$ cat src/rtl/bcd_seven_seg_scanner.sv
// Purpose : latch a packed 8-digit BCD result and sign, decode it to seven-segment
//           patterns and scan them onto a multiplexed common-anode display.
// Latency : capture edge -> held regs; +1 edge -> patterns/flags; +1 edge -> seg/anode.
// Flow    : no backpressure; FLAG_output is a pure capture qualifier, every
//           sampled-high edge overwrites the held value (last one wins).
//
// Ports:
//   clock        system clock
//   reset        asynchronous, active-high reset
//   FLAG_output  upstream result valid (capture qualifier)
//   decimal      packed BCD, digit k at [4k+3:4k], digit 7 most significant
//   negative     sign of the value, 1 = negative
//   anode        digit enables, active-low, bit k = digit k
//   seg          segments {g,f,e,d,c,b,a}, active-low
//   overflow     negative value but no free position left for the minus sign
//   bcd_error    held value contains a digit greater than 9

module bcd_seven_seg_scanner #(
   parameter int SCAN_DIV = 50000,
   parameter int GUARD    = 4,
   parameter int BLANK_LZ = 1
) (
   input  logic        clock,
   input  logic        reset,
   input  logic        FLAG_output,
   input  logic [31:0] decimal,
   input  logic        negative,
   output logic [7:0]  anode,
   output logic [6:0]  seg,
   output logic        overflow,
   output logic        bcd_error
);

   localparam int CW = (SCAN_DIV > 1) ? $clog2(SCAN_DIV) : 1;

   localparam logic [6:0] SEG_BLANK = 7'h7F;
   localparam logic [6:0] SEG_MINUS = 7'h3F;
   localparam logic [6:0] SEG_ERR   = 7'h06;

   // Active-low glyphs; anything above 9 renders as 'E'.
   function automatic logic [6:0] glyph(input logic [3:0] d);
      logic [6:0] g;
      case (d)
         4'd0:    g = 7'h40;
         4'd1:    g = 7'h79;
         4'd2:    g = 7'h24;
         4'd3:    g = 7'h30;
         4'd4:    g = 7'h19;
         4'd5:    g = 7'h12;
         4'd6:    g = 7'h02;
         4'd7:    g = 7'h78;
         4'd8:    g = 7'h00;
         4'd9:    g = 7'h10;
         default: g = SEG_ERR;
      endcase
      return g;
   endfunction

   // ---------------------------------------------------------------------
   // Capture stage. Upstream zeroes 'decimal' while its flag is low, so the
   // held copy is only touched on qualified edges.
   // ---------------------------------------------------------------------
   logic [31:0] held_dec;
   logic        held_neg;

   always_ff @(posedge clock or posedge reset) begin
      if (reset) begin
         held_dec <= 32'd0;
         held_neg <= 1'b0;
      end else if (FLAG_output) begin
         held_dec <= decimal;
         held_neg <= negative;
      end
   end

   // ---------------------------------------------------------------------
   // Decode stage: leading-digit search, blanking, minus placement, flags.
   // ---------------------------------------------------------------------
   logic [2:0] lead;
   logic [6:0] pat_nxt [8];
   logic [6:0] pat_q   [8];
   logic       ovf_nxt;
   logic       err_nxt;

   always_comb begin
      // Highest nonzero digit wins; an all-zero value leaves lead at 0 so
      // digit 0 is always lit.
      lead = 3'd0;
      for (int k = 1; k < 8; k++) begin
         if (held_dec[4*k +: 4] != 4'd0) lead = 3'(k);
      end

      err_nxt = 1'b0;
      for (int k = 0; k < 8; k++) begin
         if ((BLANK_LZ != 0) && (3'(k) > lead)) pat_nxt[k] = SEG_BLANK;
         else                                  pat_nxt[k] = glyph(held_dec[4*k +: 4]);
         if (held_dec[4*k +: 4] > 4'd9) err_nxt = 1'b1;
      end

      // The minus sign goes just left of the leading digit, which is always a
      // blank position when blanking is on and lead < 7. Without blanking, or
      // with all eight digits in use, there is nowhere to put it.
      ovf_nxt = 1'b0;
      if (held_neg) begin
         if ((BLANK_LZ != 0) && (lead != 3'd7)) pat_nxt[lead + 3'd1] = SEG_MINUS;
         else                                   ovf_nxt = 1'b1;
      end
   end

   always_ff @(posedge clock or posedge reset) begin
      if (reset) begin
         for (int k = 0; k < 8; k++) pat_q[k] <= SEG_BLANK;
         overflow  <= 1'b0;
         bcd_error <= 1'b0;
      end else begin
         for (int k = 0; k < 8; k++) pat_q[k] <= pat_nxt[k];
         overflow  <= ovf_nxt;
         bcd_error <= err_nxt;
      end
   end

   // ---------------------------------------------------------------------
   // Scan: slot counter and digit index.
   // ---------------------------------------------------------------------
   logic [CW-1:0] slot_cnt;
   logic [2:0]    digit_idx;
   logic          slot_end;
   logic          in_guard;

   assign slot_end = (slot_cnt == CW'(SCAN_DIV - 1));
   assign in_guard = (slot_cnt < CW'(GUARD));

   always_ff @(posedge clock or posedge reset) begin
      if (reset) begin
         slot_cnt  <= '0;
         digit_idx <= 3'd0;
      end else if (slot_end) begin
         slot_cnt  <= '0;
         digit_idx <= digit_idx + 3'd1;
      end else begin
         slot_cnt  <= slot_cnt + CW'(1);
      end
   end

   // Registered pin drivers, one cycle behind the counter. The guard window
   // at the start of each slot keeps every anode dark while the segment
   // lines settle to the next digit, which suppresses ghosting.
   always_ff @(posedge clock or posedge reset) begin
      if (reset) begin
         anode <= 8'hFF;
         seg   <= SEG_BLANK;
      end else if (in_guard) begin
         anode <= 8'hFF;
         seg   <= SEG_BLANK;
      end else begin
         anode <= ~(8'b1 << digit_idx);
         seg   <= pat_q[digit_idx];
      end
   end

endmodule
$ cat config.mk
export PLATFORM = sky130hd
export DESIGN_NAME = bcd_seven_seg_scanner
export DESIGN_NICKNAME = d
export VERILOG_FILES = /design/src/rtl/bcd_seven_seg_scanner.sv
export SDC_FILE = /design/constraint.sdc
export NUM_CORES = 1
export LEC_CHECK = 0
export BUFFER_PORTS_ARGS = -buffer_cell sky130_fd_sc_hd__buf_2
export CORE_ASPECT_RATIO = 1.75
export CORE_MARGIN = 2
export CORE_UTILIZATION = 52
export DETAILED_ROUTE_END_ITERATION = 8
export GPL_TIMING_DRIVEN = 0
export PLACE_DENSITY = 0.71
export SLEW_MARGIN = 25
export SYNTH_ARGS = -nofsm -noshare
export SYNTH_HDL_FRONTEND = slang
export SYNTH_SLANG_ARGS = --single-unit
$ cat constraint.sdc
create_clock -name clock -period 10.17 [get_ports clock]
set_clock_uncertainty 0.1 [all_clocks]
set_input_delay 3.051 -clock clock [delete_from_list [all_inputs] [get_ports clock]]
set_output_delay 3.051 -clock clock [all_outputs]
set_load 0.02 [all_outputs]
==> qor_table.md, run 1 <==
| Group | Result | Reported |
| --- | --- | --- |
| routing | Number of antenna-violating nets in the routed design | 0 |
| synthesis | Share of the yosys chip area belonging to registers | 48.4% |
| floorplanning | Die Area | 13700 sq um |
| worst setup path | Critical path startpoint | held_dec[25]$_DFFE_PP0P_ |
| floorplanning | Die Ht | 154 microns |
| floorplanning | CORE AREA | 12500 sq um |
| worst setup path | Peak fanout along the critical path | 10 |
| routing | Via count normalized by instance count | 5.63 |
| worst setup path | Setup crit start kind | flop |
| synthesis | Dominant cells by area after synthesis | sky130_fd_sc_hd__dfstp_2 (28%), sky130_fd_sc_hd__dfrtp_1 (20%), sky130_fd_sc_hd__ha_1 (9.2%), sky130_fd_sc_hd__o21ai_0 (4.9%), sky130_fd_sc_hd__mux4_2 (4.7%) |
| synthesis | Count of unique library cells instantiated by Yosys | 60 |
| sta | Crit path time final | 4540 ps |
| global route | Vias in the first global route | 5117 |
| finish | Relative area change from synthesis to final layout | 16.6% |
| synthesis | Number of warnings reported in the yosys synthesis log | 0 |
| sta | RSZ-0062 raised after global routing | no |
| status | Run status | completed |
| cts | Clock root cell | sky130_fd_sc_hd__clkbuf_16 |
| cts | Clock sinks | 125 |
| sta | Transition time at the pin with the least slew margin | 836 ps |
| global route | Antenna violations before repair | 0 |
| power | Pwr Total | 1.42 mW |
| worst setup path | Capture instance of the worst register-to-register path | pat_q[46]$_DFF_PP1_ |
| place | DPL Wire Length | 12000 microns |
| place | Weighted congestion at the end of routability-driven global placement | 0.895 |
| routing | Iter 0 DRT Violations | 313 |
| finish | Total Nets Final | 779 |
| job | Number of max-cap violations | 0 |
| finish | Fraction of layout cells with a size suffix above 1 | 29.1% |
| synthesis | Synthesis-stage register bit count | 125 |
| synthesis | Cell Area, Synth | 6640 sq um |
| cts | CTS resizes | 0 |
| routing | Number of search-and-repair iterations in the first detailed-routing pass | 6 |
| routing | Vias | 4926 |
| finish | Filler-free cell count of the finished design | 875 |
| global route | GRT Overall Usage | 24.7% |
| floorplanning | Initial core utilization | 53.1% |
| cts | H-tree depth | 4 |
| synthesis | Leading register cell type out of synthesis | sky130_fd_sc_hd__dfstp_2 |
| worst setup path | Worst R2R Setup Slack | 5630 ps |
| hold path | Min-Delay Path Class | flop to flop |
| sta | Hold Violations, Final | 0 |
| cts | Max Root-Sink Buffers | 2 |
| routing | Routed len/inst | 17.9 microns |
| synthesis | Fraction of synthesized cell area taken by the top area cell type | 28.1% |
| floorplanning | Top-Level Pins | 53 |
| synthesis | Cells after synthesis | 623 |
| synthesis | Synthesized netlist net count | 708 |
| worst setup path | Type of element capturing the critical path | flop |
| global route | Total gr overflow | 0 |
| synthesis | Number of enable-type register cells in the synthesized netlist | 0 |
| worst setup path | Startpoint-to-endpoint class of the critical path | flop to flop |
| cts | Setup Fix Bufs, Post-CTS | 0 |
| cts | Hold Buf Count CTS | 0 |
| power | IR Drop Worst-Case VDD | 0.000125 V |
| worst setup path | Logic depth of the worst register-to-register path | 14 |
| sta | Final number of setup-violating endpoints | 0 |
| power | Leakage power | 3.28 nW |
| finish | Count of inserted antenna diode cells | 0 |
| place | PortBufs | 51 |
| worst setup path | Capture point of the critical path | pat_q[46]$_DFF_PP1_ |
| cts | TritonCTS clock tree | yes |
| worst setup path | Reg2reg start | held_dec[25]$_DFFE_PP0P_ |
| synthesis | Synthesized area divided by synthesized cell count | 10.7 sq um |
| sta | Crit share post-route | 44.7% |
| sta | Maximum clock rate | 220 MHz |
| cts | Clock-pin slew reported for the worst setup and hold paths after clock tree synthesis | 60 ps |
| floorplanning | # rows | 54 |
| routing | Detailed Route WL | 15600 microns |
| global route | Maximum number of pins on one net before global-route repair | 70 |
| cts | TritonCTS buffer count | 17 |
| routing | Total DRC errors in the routed layout | 0 |
| sta | Number of max-slew violations in the final report | 0 |
| power | Power per Cell Area | 183 nW/um^2 |
| sta | Total Neg Setup Slack | 0 ps |
| worst setup path | Data required time of the worst path | 10390 ps |
| synthesis | Proportion of register bits with asynchronous set or reset after synthesis | 100% |
| cts | Clock insertion delay at the later pin of the skew report | 410 ps |
| floorplanning | Die boundary width | 89.4 microns |
| place | Number of instances in the placed design | 843 |
| worst setup path | Arrival time at the worst endpoint | 4760 ps |
| global route | First-pass GRT wire length | 25700 microns |
| synthesis | Cell type with the highest aggregate area in the netlist | sky130_fd_sc_hd__dfstp_2 |
| sta | Slew Limit Headroom | 44.2% |
critical path, stage by stage (launching register included):
cell and delay (ps):
sky130_fd_sc_hd__dfrtp_1 420, sky130_fd_sc_hd__inv_1 140, sky130_fd_sc_hd__ha_1 180, sky130_fd_sc_hd__or3b_2 560, sky130_fd_sc_hd__a31o_2 320, sky130_fd_sc_hd__o21ai_2 310
sky130_fd_sc_hd__buf_2 300, sky130_fd_sc_hd__ha_1 190, sky130_fd_sc_hd__ha_1 130, sky130_fd_sc_hd__clkbuf_1 370, sky130_fd_sc_hd__nand2b_1 250, sky130_fd_sc_hd__or3_1 120
sky130_fd_sc_hd__clkbuf_1 310, sky130_fd_sc_hd__a21boi_1 540, sky130_fd_sc_hd__o221ai_1 190
worst min path at each step:
stage / start / to / slack [ps] / cells past startpoint
finish: slot_cnt[0]$_DFF_PP0_ / slot_cnt[0]$_DFF_PP0_ / 420 / 1
global route: slot_cnt[11]$_DFF_PP0_ / slot_cnt[11]$_DFF_PP0_ / 430 / 1
CTS: slot_cnt[0]$_DFF_PP0_ / slot_cnt[0]$_DFF_PP0_ / 410 / 1
detailed placement: slot_cnt[0]$_DFF_PP0_ / slot_cnt[0]$_DFF_PP0_ / 410 / 1
global placement: slot_cnt[0]$_DFF_PP0_ / slot_cnt[0]$_DFF_PP0_ / 400 / 1
floorplan: slot_cnt[0]$_DFF_PP0_ / slot_cnt[0]$_DFF_PP0_ / 380 / 1
sequential cells by signal (all words and copies together) (netlist names):
| register | cells |
|---|---|
| seg | 7 |
| slot_cnt | 16 |
| anode | 8 |
| held_neg | 1 |
| digit_idx | 3 |
| pat_q | 56 |
| bcd_error | 1 |
| overflow | 1 |
| held_dec | 32 |
logic make-up after synthesis:
| group | after synthesis | synth area share, % |
|---|---|---|
| AND/OR/NAND/NOR | 170 | 12.6 |
| AO/OA/AOI/OAI | 164 | 15.7 |
| flip-flops | 125 | 48.4 |
| buffers and inverters | 67 | 4.13 |
| adder cells (fa/ha/maj) | 49 | 9.23 |
| multiplexers | 35 | 8.20 |
| XOR/XNOR | 13 | 1.71 |
placed cells by master, fill, tap and decap left out, drive strengths merged, types with 7 or more instances in the layout:
cell type / count
nand2: 60
inv: 34
buf: 61
or3b: 7
ha: 49
nand3: 13
o22a: 8
o21ai: 67
clkbuf: 45
dfrtp: 54
o211ai: 14
a21oi: 29
dfstp: 71
mux4: 14
xor2: 8
nor2: 41
nand4: 8
nand2b: 8
mux2: 15
routing by layer:
metal  global-route usage (%)  vias to the layer above  share of wire (%)
met5                        0                        -                  0
met4                     10.8                        0                3.4
met3                     4.46                       34                3.5
met2                     43.8                      128                 55
met1                     28.0                     2415                 38
li1                         -                     2349                  -
stage by stage:
step	cell area [sq um]	utilization [%]	hold slack, ps	worst slack, ps
4_1_cts	7750	62.0	415	5680
3_5_place_dp	7140	57.1	407	5640
3_3_place_gp	7110	56.9	401	2590
5_1_grt	7750	62.0	434	5400
6_report	7750	62.0	416	5630
2_1_floorplan	6640	-	376	3810
final cells by class:
cell class                      instances  area (sq um)
Fill cell                             997          4750
Sequential cell                       125          3220
Multi-Input combinational cell        431          3150
Clock buffer                           19           443
Timing Repair Buffer                   52           283
Tap cell                              168           210
Clock inverter                         13           164
Buffer                                 35           154
Inverter                               32           125
Yosys cell counts, types with 3 or more instances:
library cell and n:
sky130_fd_sc_hd__or3b_1 3, sky130_fd_sc_hd__xnor2_1 5, sky130_fd_sc_hd__xor2_1 8, sky130_fd_sc_hd__o211ai_1 14, sky130_fd_sc_hd__ha_1 49, sky130_fd_sc_hd__dfstp_2 71
sky130_fd_sc_hd__nand2b_1 8, sky130_fd_sc_hd__nor2_1 41, sky130_fd_sc_hd__nor2b_1 5, sky130_fd_sc_hd__or2_2 4, sky130_fd_sc_hd__and4_1 3, sky130_fd_sc_hd__clkbuf_1 26
sky130_fd_sc_hd__and2_1 3, sky130_fd_sc_hd__o221ai_1 6, sky130_fd_sc_hd__buf_2 6, sky130_fd_sc_hd__nand4_1 8, sky130_fd_sc_hd__dfrtp_1 54, sky130_fd_sc_hd__nand3_1 13
sky130_fd_sc_hd__or3b_2 4, sky130_fd_sc_hd__nor3_1 5, sky130_fd_sc_hd__a22oi_1 3, sky130_fd_sc_hd__mux4_2 14, sky130_fd_sc_hd__o22ai_1 5, sky130_fd_sc_hd__mux2_2 15
sky130_fd_sc_hd__nor3b_1 3, sky130_fd_sc_hd__o21a_1 5, sky130_fd_sc_hd__nand2_1 60, sky130_fd_sc_hd__a21oi_1 29, sky130_fd_sc_hd__inv_1 31, sky130_fd_sc_hd__a21o_1 6
sky130_fd_sc_hd__o22a_1 8, sky130_fd_sc_hd__o21ai_0 65, sky130_fd_sc_hd__mux2i_1 6
power breakdown:
group	switching, mW	total [mW]	leakage, nW	internal [mW]
clock	0.221	0.613	0.282	0.392
sequential	0.0259	0.600	1.41	0.574
combinational	0.122	0.205	1.59	0.0828
total	0.369	1.42	3.28	1.05
No activity file was read; power rests on OpenSTA's default activity.
==> inputs of run 2 (changes only) <==
==> constraint.sdc (replaced) <==
create_clock -name clock -period 4.3 [get_ports clock]
set_clock_uncertainty 0.1 [all_clocks]
set_input_delay 1.29 -clock clock [delete_from_list [all_inputs] [get_ports clock]]
set_output_delay 1.29 -clock clock [all_outputs]
set_load 0.02 [all_outputs]
==> run 2 against run 1 <==
Register-to-register slack worse by 5400 ps; sequential share of layout area decreased by 0.34 points; total power rose by 140%; largest power group is now registers; highest routed layer unchanged.
==> qor_table.md, run 2 (synthesis results as in run 1) <==
| Group | Result | Reported |
| --- | --- | --- |
| status | Run status | completed |
| worst setup path | Arrival time at the worst endpoint | 4340 ps |
| routing | Number of antenna-violating nets in the routed design | 0 |
| sta | Slew Limit Headroom | 51.9% |
| worst setup path | Setup crit start kind | flop |
| sta | Maximum clock rate | 243 MHz |
| global route | Maximum number of pins on one net before global-route repair | 36 |
| global route | First-pass GRT wire length | 25300 microns |
| worst setup path | Critical path startpoint | held_dec[25]$_DFFE_PP0P_ |
| finish | Fill cell total of the finished layout | 1008 |
| power | IR Drop Worst-Case VDD | 0.000305 V |
| global route | Global Route met1 Usage | 27.7% |
| place | Number of instances in the placed design | 846 |
| worst setup path | Type of element capturing the critical path | flop |
| hold path | Hold Crit Start | slot_cnt[0]$_DFF_PP0_ |
| floorplanning | Die boundary width | 89.4 microns |
| cts | TritonCTS buffer count | 17 |
| place | Placed Area | 7210 sq um |
| finish | Total Nets Final | 781 |
| global route | Grt met3 use | 4.88% |
| cts | H-tree depth | 4 |
| worst setup path | Startpoint-to-endpoint class of the critical path | flop to flop |
| sta | Number of max-slew violations in the final report | 0 |
| worst setup path | Data required time of the worst path | 4510 ps |
| sta | Hold Violations, Final | 0 |
| cts | Clock-pin slew reported for the worst setup and hold paths after clock tree synthesis | 60 ps |
| global route | Total gr overflow | 0 |
| global route | Vias in the first global route | 5148 |
| place | DPL Wire Length | 12100 microns |
| global route | GRT Overall Usage | 24.4% |
| finish | Filler-free cell count of the finished design | 877 |
| floorplanning | Top-Level Pins | 53 |
| cts | Clock insertion delay at the later pin of the skew report | 410 ps |
| floorplanning | # rows | 54 |
| sta | Transition time at the pin with the least slew margin | 720 ps |
| floorplanning | Die Area | 13700 sq um |
| cts | TritonCTS clock tree | yes |
| routing | Iter 0 DRT Violations | 249 |
| routing | Routed len/inst | 17.7 microns |
| finish | Relative area change from synthesis to final layout | 17.6% |
| cts | Clock root cell | sky130_fd_sc_hd__clkbuf_16 |
| global route | GR met2 Demand/Resource | 42.1% |
| finish | Flip-flop count of the largest register after layout | 56 |
| worst setup path | Reg2reg start | held_dec[25]$_DFFE_PP0P_ |
| worst setup path | Peak fanout along the critical path | 10 |
| routing | Detailed Route WL | 15500 microns |
| finish | Most frequent cells in the layout | sky130_fd_sc_hd__dfstp_2 (71), sky130_fd_sc_hd__o21ai_0 (65), sky130_fd_sc_hd__nand2_1 (60) |
| cts | Max Root-Sink Buffers | 2 |
| power | Power per Cell Area | 427 nW/um^2 |
| job | Number of max-cap violations | 0 |
| global route | Peak-usage layer in the global routing report | met2 |
| finish | Fraction of layout cells with a size suffix above 1 | 29.9% |
| sta | RSZ-0062 raised after global routing | no |
| routing | Vias | 4997 |
| sta | Total Neg Setup Slack | 0 ps |
| place | Weighted congestion at the end of routability-driven global placement | 0.876 |
| sta | Crit share post-route | 95.9% |
| place | PortBufs | 51 |
| sta | Crit path time final | 4120 ps |
| hold path | Min-Delay Path Class | flop to flop |
| cts | Hold Buf Count CTS | 0 |
| routing | Total DRC errors in the routed layout | 0 |
| cts | Clock sinks | 125 |
| floorplanning | Initial core utilization | 53.1% |
| finish | Final core occ | 62.5% |
| finish | Most common cell after layout, fill and taps aside | sky130_fd_sc_hd__dfstp_2 |
| floorplanning | CORE AREA | 12500 sq um |
| finish | Regs by FF count | pat_q x56, held_dec x32, slot_cnt x16 |
| global route | Antenna violations before repair | 0 |
| sta | Hold slack | 412 ps |
| routing | Via count normalized by instance count | 5.70 |
| power | Leakage power | 3.32 nW |
| sta | Final number of setup-violating endpoints | 0 |
| finish | Count of inserted antenna diode cells | 0 |
| floorplanning | Die Ht | 154 microns |
| routing | Number of search-and-repair iterations in the first detailed-routing pass | 5 |
| finish | Reg with most FFs | pat_q |
| finish | Summed area of non-filler cells in the final layout | 7810 sq um |
==> run 2: cell count changes in the layout (fill, tap and decap cells not counted), sizes merged <==
cell	previous run	this run
buf	61	64
clkinv	3	6
clkinvlp	5	2
bufinv	3	2
==> run 2: final timing paths <==
kind                       cells past startpoint  slack, ps                      end
min                                            1        410    slot_cnt[0]$_DFF_PP0_
max reg2reg                                   13        180      pat_q[46]$_DFF_PP1_
max                                           13        180      pat_q[46]$_DFF_PP1_
min in group asynchronous                      2        770  held_dec[2]$_DFFE_PP0P_
min reg2reg                                    1        410    slot_cnt[0]$_DFF_PP0_
max in group asynchronous                      4       2580      pat_q[11]$_DFF_PP1_
==> run 2: report_power, final <==
group,leakage [nW],total (mW),switching (mW),internal [mW]
registers,1.41,1.42,0.0617,1.36
clock network,0.297,1.42,0.519,0.904
logic,1.61,0.491,0.288,0.203
total,3.32,3.33,0.868,2.46
==> run 2: layout make-up <==
| class | instances | area [sq um] | area share (%) |
|---|---|---|---|
| well taps | 168 | 210 | 2.69 |
| multi-input cells | 431 | 3160 | 40.4 |
| inverters | 32 | 124 | 1.59 |
| plain buffers | 34 | 150 | 1.92 |
| clock buffers | 20 | 467 | 5.98 |
| repair buffers | 55 | 350 | 4.49 |
| flip-flops and latches | 125 | 3220 | 41.2 |
| clock inverters | 12 | 135 | 1.73 |
==> run 2: critical path: stages (launching register included) <==
cell,delay (ps)
sky130_fd_sc_hd__dfrtp_1,420
sky130_fd_sc_hd__inv_1,150
sky130_fd_sc_hd__ha_1,200
sky130_fd_sc_hd__or3b_2,560
sky130_fd_sc_hd__a31o_2,320
sky130_fd_sc_hd__o21ai_2,310
sky130_fd_sc_hd__buf_2,290
sky130_fd_sc_hd__ha_1,180
sky130_fd_sc_hd__ha_2,300
sky130_fd_sc_hd__nand2b_1,210
sky130_fd_sc_hd__or3_1,130
sky130_fd_sc_hd__clkbuf_1,300
sky130_fd_sc_hd__a21boi_2,380
sky130_fd_sc_hd__o221ai_1,160
==> run 2: timing repair <==
| action | CTS | global route |
|---|---|---|
| gates resized for setup | 1 | 1 |
| buffers inserted | 0 | 0 |
| setup endpoints to repair | 6 | 12 |
| pin swaps | 1 | 0 |
==> run 2: per-layer routing <==
metal  part of all wire [%]  wire, microns
met5                      0              0
met4                    4.1            639
met3                    3.7            574
met2                     55           8450
met1                     38           5820
==> run 2: through the flow <==
step | total power [mW] | setup WS (ps)
after detailed placement | 1.92 | -142
after CTS | 3.35 | 104
after global placement | 1.89 | -29.3
after global routing | 3.49 | 10.2
after floorplan | 1.75 | 662
final | 3.33 | 178
==> inputs of run 3 (changes only) <==
--- a/config.mk
+++ b/config.mk
@@ -12,6 +12,7 @@
 export DETAILED_ROUTE_END_ITERATION = 8
 export GPL_TIMING_DRIVEN = 0
 export PLACE_DENSITY = 0.71
+export REMOVE_ABC_BUFFERS = 1
 export SLEW_MARGIN = 25
 export SYNTH_ARGS = -nofsm -noshare
 export SYNTH_HDL_FRONTEND = slang
==> constraint.sdc (replaced) <==
create_clock -name clock -period 4.3 [get_ports clock]
set_clock_uncertainty 0.1 [all_clocks]
set_input_delay 1.29 -clock clock [delete_from_list [all_inputs] [get_ports clock]]
set_output_delay 1.29 -clock clock [all_outputs]
set_load 0.01 [all_outputs]
==> run 3 against run 2 <==
Sequential power about the same; utilization fell by 1.5 points; hold slack better by 5.5 ps; critical path depth decreased by 3; first-iteration DRC count is 5.6% lower; via count shrank 3.5%; clock-buffer cell count rose by 6; flip-flop and latch count is the same; cell count is 4.0% lower; final area is 2.4% lower; total power barely moved; largest cell class unchanged.
==> qor_table.md, run 3 (synthesis results as in run 1) <==
| Group | Result | Reported |
| --- | --- | --- |
| status | Run status | completed |
| power | Pwr Total | 3.33 mW |
| worst setup path | Slowest cell on crit path | sky130_fd_sc_hd__or3b_2 |
| floorplanning | Die Ht | 154 microns |
| worst setup path | Peak fanout along the critical path | 20 |
| worst setup path | Setup crit start kind | flop |
| global route | Total gr overflow | 0 |
| routing | Via count normalized by instance count | 5.73 |
| floorplanning | Top-Level Pins | 53 |
| routing | Number of search-and-repair iterations in the first detailed-routing pass | 5 |
| job | Number of max-cap violations | 0 |
| cts | TritonCTS clock tree | yes |
| floorplanning | Die boundary width | 89.4 microns |
| finish | Most common cell after layout, fill and taps aside | sky130_fd_sc_hd__dfstp_2 |
| global route | Vias in the first global route | 4755 |
| place | Placed Area | 6990 sq um |
| cts | Clock root cell | sky130_fd_sc_hd__clkbuf_16 |
| finish | Summed area of non-filler cells in the final layout | 7630 sq um |
| finish | Reg with most FFs | pat_q |
| worst setup path | CP dominant cell by count | sky130_fd_sc_hd__ha_1 |
| routing | Number of antenna-violating nets in the routed design | 0 |
| sta | Transition time at the pin with the least slew margin | 857 ps |
| floorplanning | Die Area | 13700 sq um |
| place | DPL Wire Length | 10200 microns |
| hold path | Min-Delay Path Class | flop to flop |
| worst setup path | Arrival time at the worst endpoint | 4260 ps |
| global route | First-pass GRT wire length | 22700 microns |
| worst setup path | Startpoint-to-endpoint class of the critical path | flop to flop |
| power | Leakage power | 3.24 nW |
| sta | Slew Limit Headroom | 42.8% |
| finish | Fraction of layout cells with a size suffix above 1 | 29.4% |
| global route | Antenna violations before repair | 0 |
| worst setup path | Data required time of the worst path | 4520 ps |
| floorplanning | CORE AREA | 12500 sq um |
| finish | Final core occ | 61.0% |
| sta | Hold Violations, Final | 0 |
| cts | Max Root-Sink Buffers | 2 |
| sta | RSZ-0062 raised after global routing | no |
| sta | Number of max-slew violations in the final report | 0 |
| global route | Maximum number of pins on one net before global-route repair | 83 |
| finish | Relative area change from synthesis to final layout | 14.8% |
| finish | Filler-free cell count of the finished design | 842 |
| finish | Flip-flop count of the largest register after layout | 56 |
| cts | Clock insertion delay at the later pin of the skew report | 410 ps |
| place | PortBufs | 52 |
| sta | Maximum clock rate | 248 MHz |
| cts | Clock sinks | 125 |
| global route | GRT Overall Usage | 21.6% |
| finish | Most frequent cells in the layout | sky130_fd_sc_hd__dfstp_2 (71), sky130_fd_sc_hd__o21ai_0 (65), sky130_fd_sc_hd__nand2_1 (60) |
| place | Weighted congestion at the end of routability-driven global placement | 0.881 |
| cts | Clock-pin slew reported for the worst setup and hold paths after clock tree synthesis | 50 ps |
| worst setup path | Sequence of cells on the critical path | inv_1 -> ha_1 -> or3b_2 -> a311oi_4 -> o21ai_4 -> inv_2 -> ha_1 -> or3_1 -> a21boi_1 -> o221ai_1 |
| routing | Iter 0 DRT Violations | 235 |
| place | Number of instances in the placed design | 809 |
| routing | Total DRC errors in the routed layout | 0 |
| sta | Final number of setup-violating endpoints | 0 |
| sta | Crit path time final | 4040 ps |
| routing | Routed len/inst | 16.5 microns |
| cts | TritonCTS buffer count | 17 |
| worst setup path | Type of element capturing the critical path | flop |
| cts | Hold Buf Count CTS | 0 |
| routing | Detailed Route WL | 13900 microns |
| power | IR Drop Worst-Case VDD | 0.000285 V |
| finish | Total Nets Final | 746 |
| worst setup path | Highest cell delay on the worst timing path | 570 ps |
| finish | Count of inserted antenna diode cells | 0 |
| finish | Regs by FF count | pat_q x56, held_dec x32, slot_cnt x16 |
| power | Power per Cell Area | 436 nW/um^2 |
| cts | H-tree depth | 4 |
| floorplanning | # rows | 54 |
| sta | Crit share post-route | 93.9% |
| floorplanning | Initial core utilization | 53.1% |
| routing | Vias | 4824 |
## run 3: path summary, 6_finish.rpt
kind | startpoint | end | slack, ps | cells past startpoint
max | held_dec[20]$_DFFE_PP0P_ | pat_q[46]$_DFF_PP1_ | 260 | 10
min in group asynchronous | reset | held_dec[1]$_DFFE_PP0P_ | 790 | 2
min | slot_cnt[0]$_DFF_PP0_ | slot_cnt[0]$_DFF_PP0_ | 420 | 1
max reg2reg | held_dec[20]$_DFFE_PP0P_ | pat_q[46]$_DFF_PP1_ | 260 | 10
max in group asynchronous | reset | pat_q[17]$_DFF_PP1_ | 2580 | 3
min reg2reg | slot_cnt[0]$_DFF_PP0_ | slot_cnt[0]$_DFF_PP0_ | 420 | 1
## run 3: area by class of cell
type	instances	area, sq um
well taps	168	210
inverters	32	125
flip-flops and latches	125	3220
clock inverters	6	105
fillers	1031	4870
repair buffers	54	295
clock buffers	26	509
multi-input cells	431	3160
## run 3: through the flow
step / setup slack [ps] / hold WS, ps / setup TNS [ps]
2_1_floorplan: -300 / 376 / -16200
3_3_place_gp: -1510 / 396 / -102940
3_5_place_dp: 116 / 411 / 0
4_1_cts: 104 / 420 / 0
5_1_grt: 33.1 / 433 / 0
6_report: 261 / 418 / 0
## run 3: routing by layer
metal | vias up | global-route usage, % | share of wire, %
met3 | 41 | 4.51 | 3.3
met4 | 0 | 11.2 | 4.3
met1 | 2363 | 23.1 | 37
li1 | 2287 | - | -
met5 | - | 0 | 0
met2 | 133 | 38.6 | 55
## run 3: critical path: cells and delay by family, from the launching register on
kind	cells	cell delay, ps
AOI/OAI and AO/OA	4	1200
buffers and inverters	2	510
DFF	1	400
adders and majority gates	2	590
and+or+nand+nor	2	1140
## run 3: what timing repair did
| item | in CTS | in global routing |
|---|---|---|
| setup endpoints to repair | 0 | 19 |
| gates resized for setup | 0 | 2 |
| buffers inserted | 0 | 1 |
## run 3: power by group
| part | leakage, nW | internal [mW] | switching, mW |
|---|---|---|---|
| sequential | 1.41 | 1.36 | 0.0944 |
| combinational | 1.53 | 0.185 | 0.226 |
| clock | 0.304 | 0.985 | 0.481 |
| total | 3.24 | 2.53 | 0.801 |
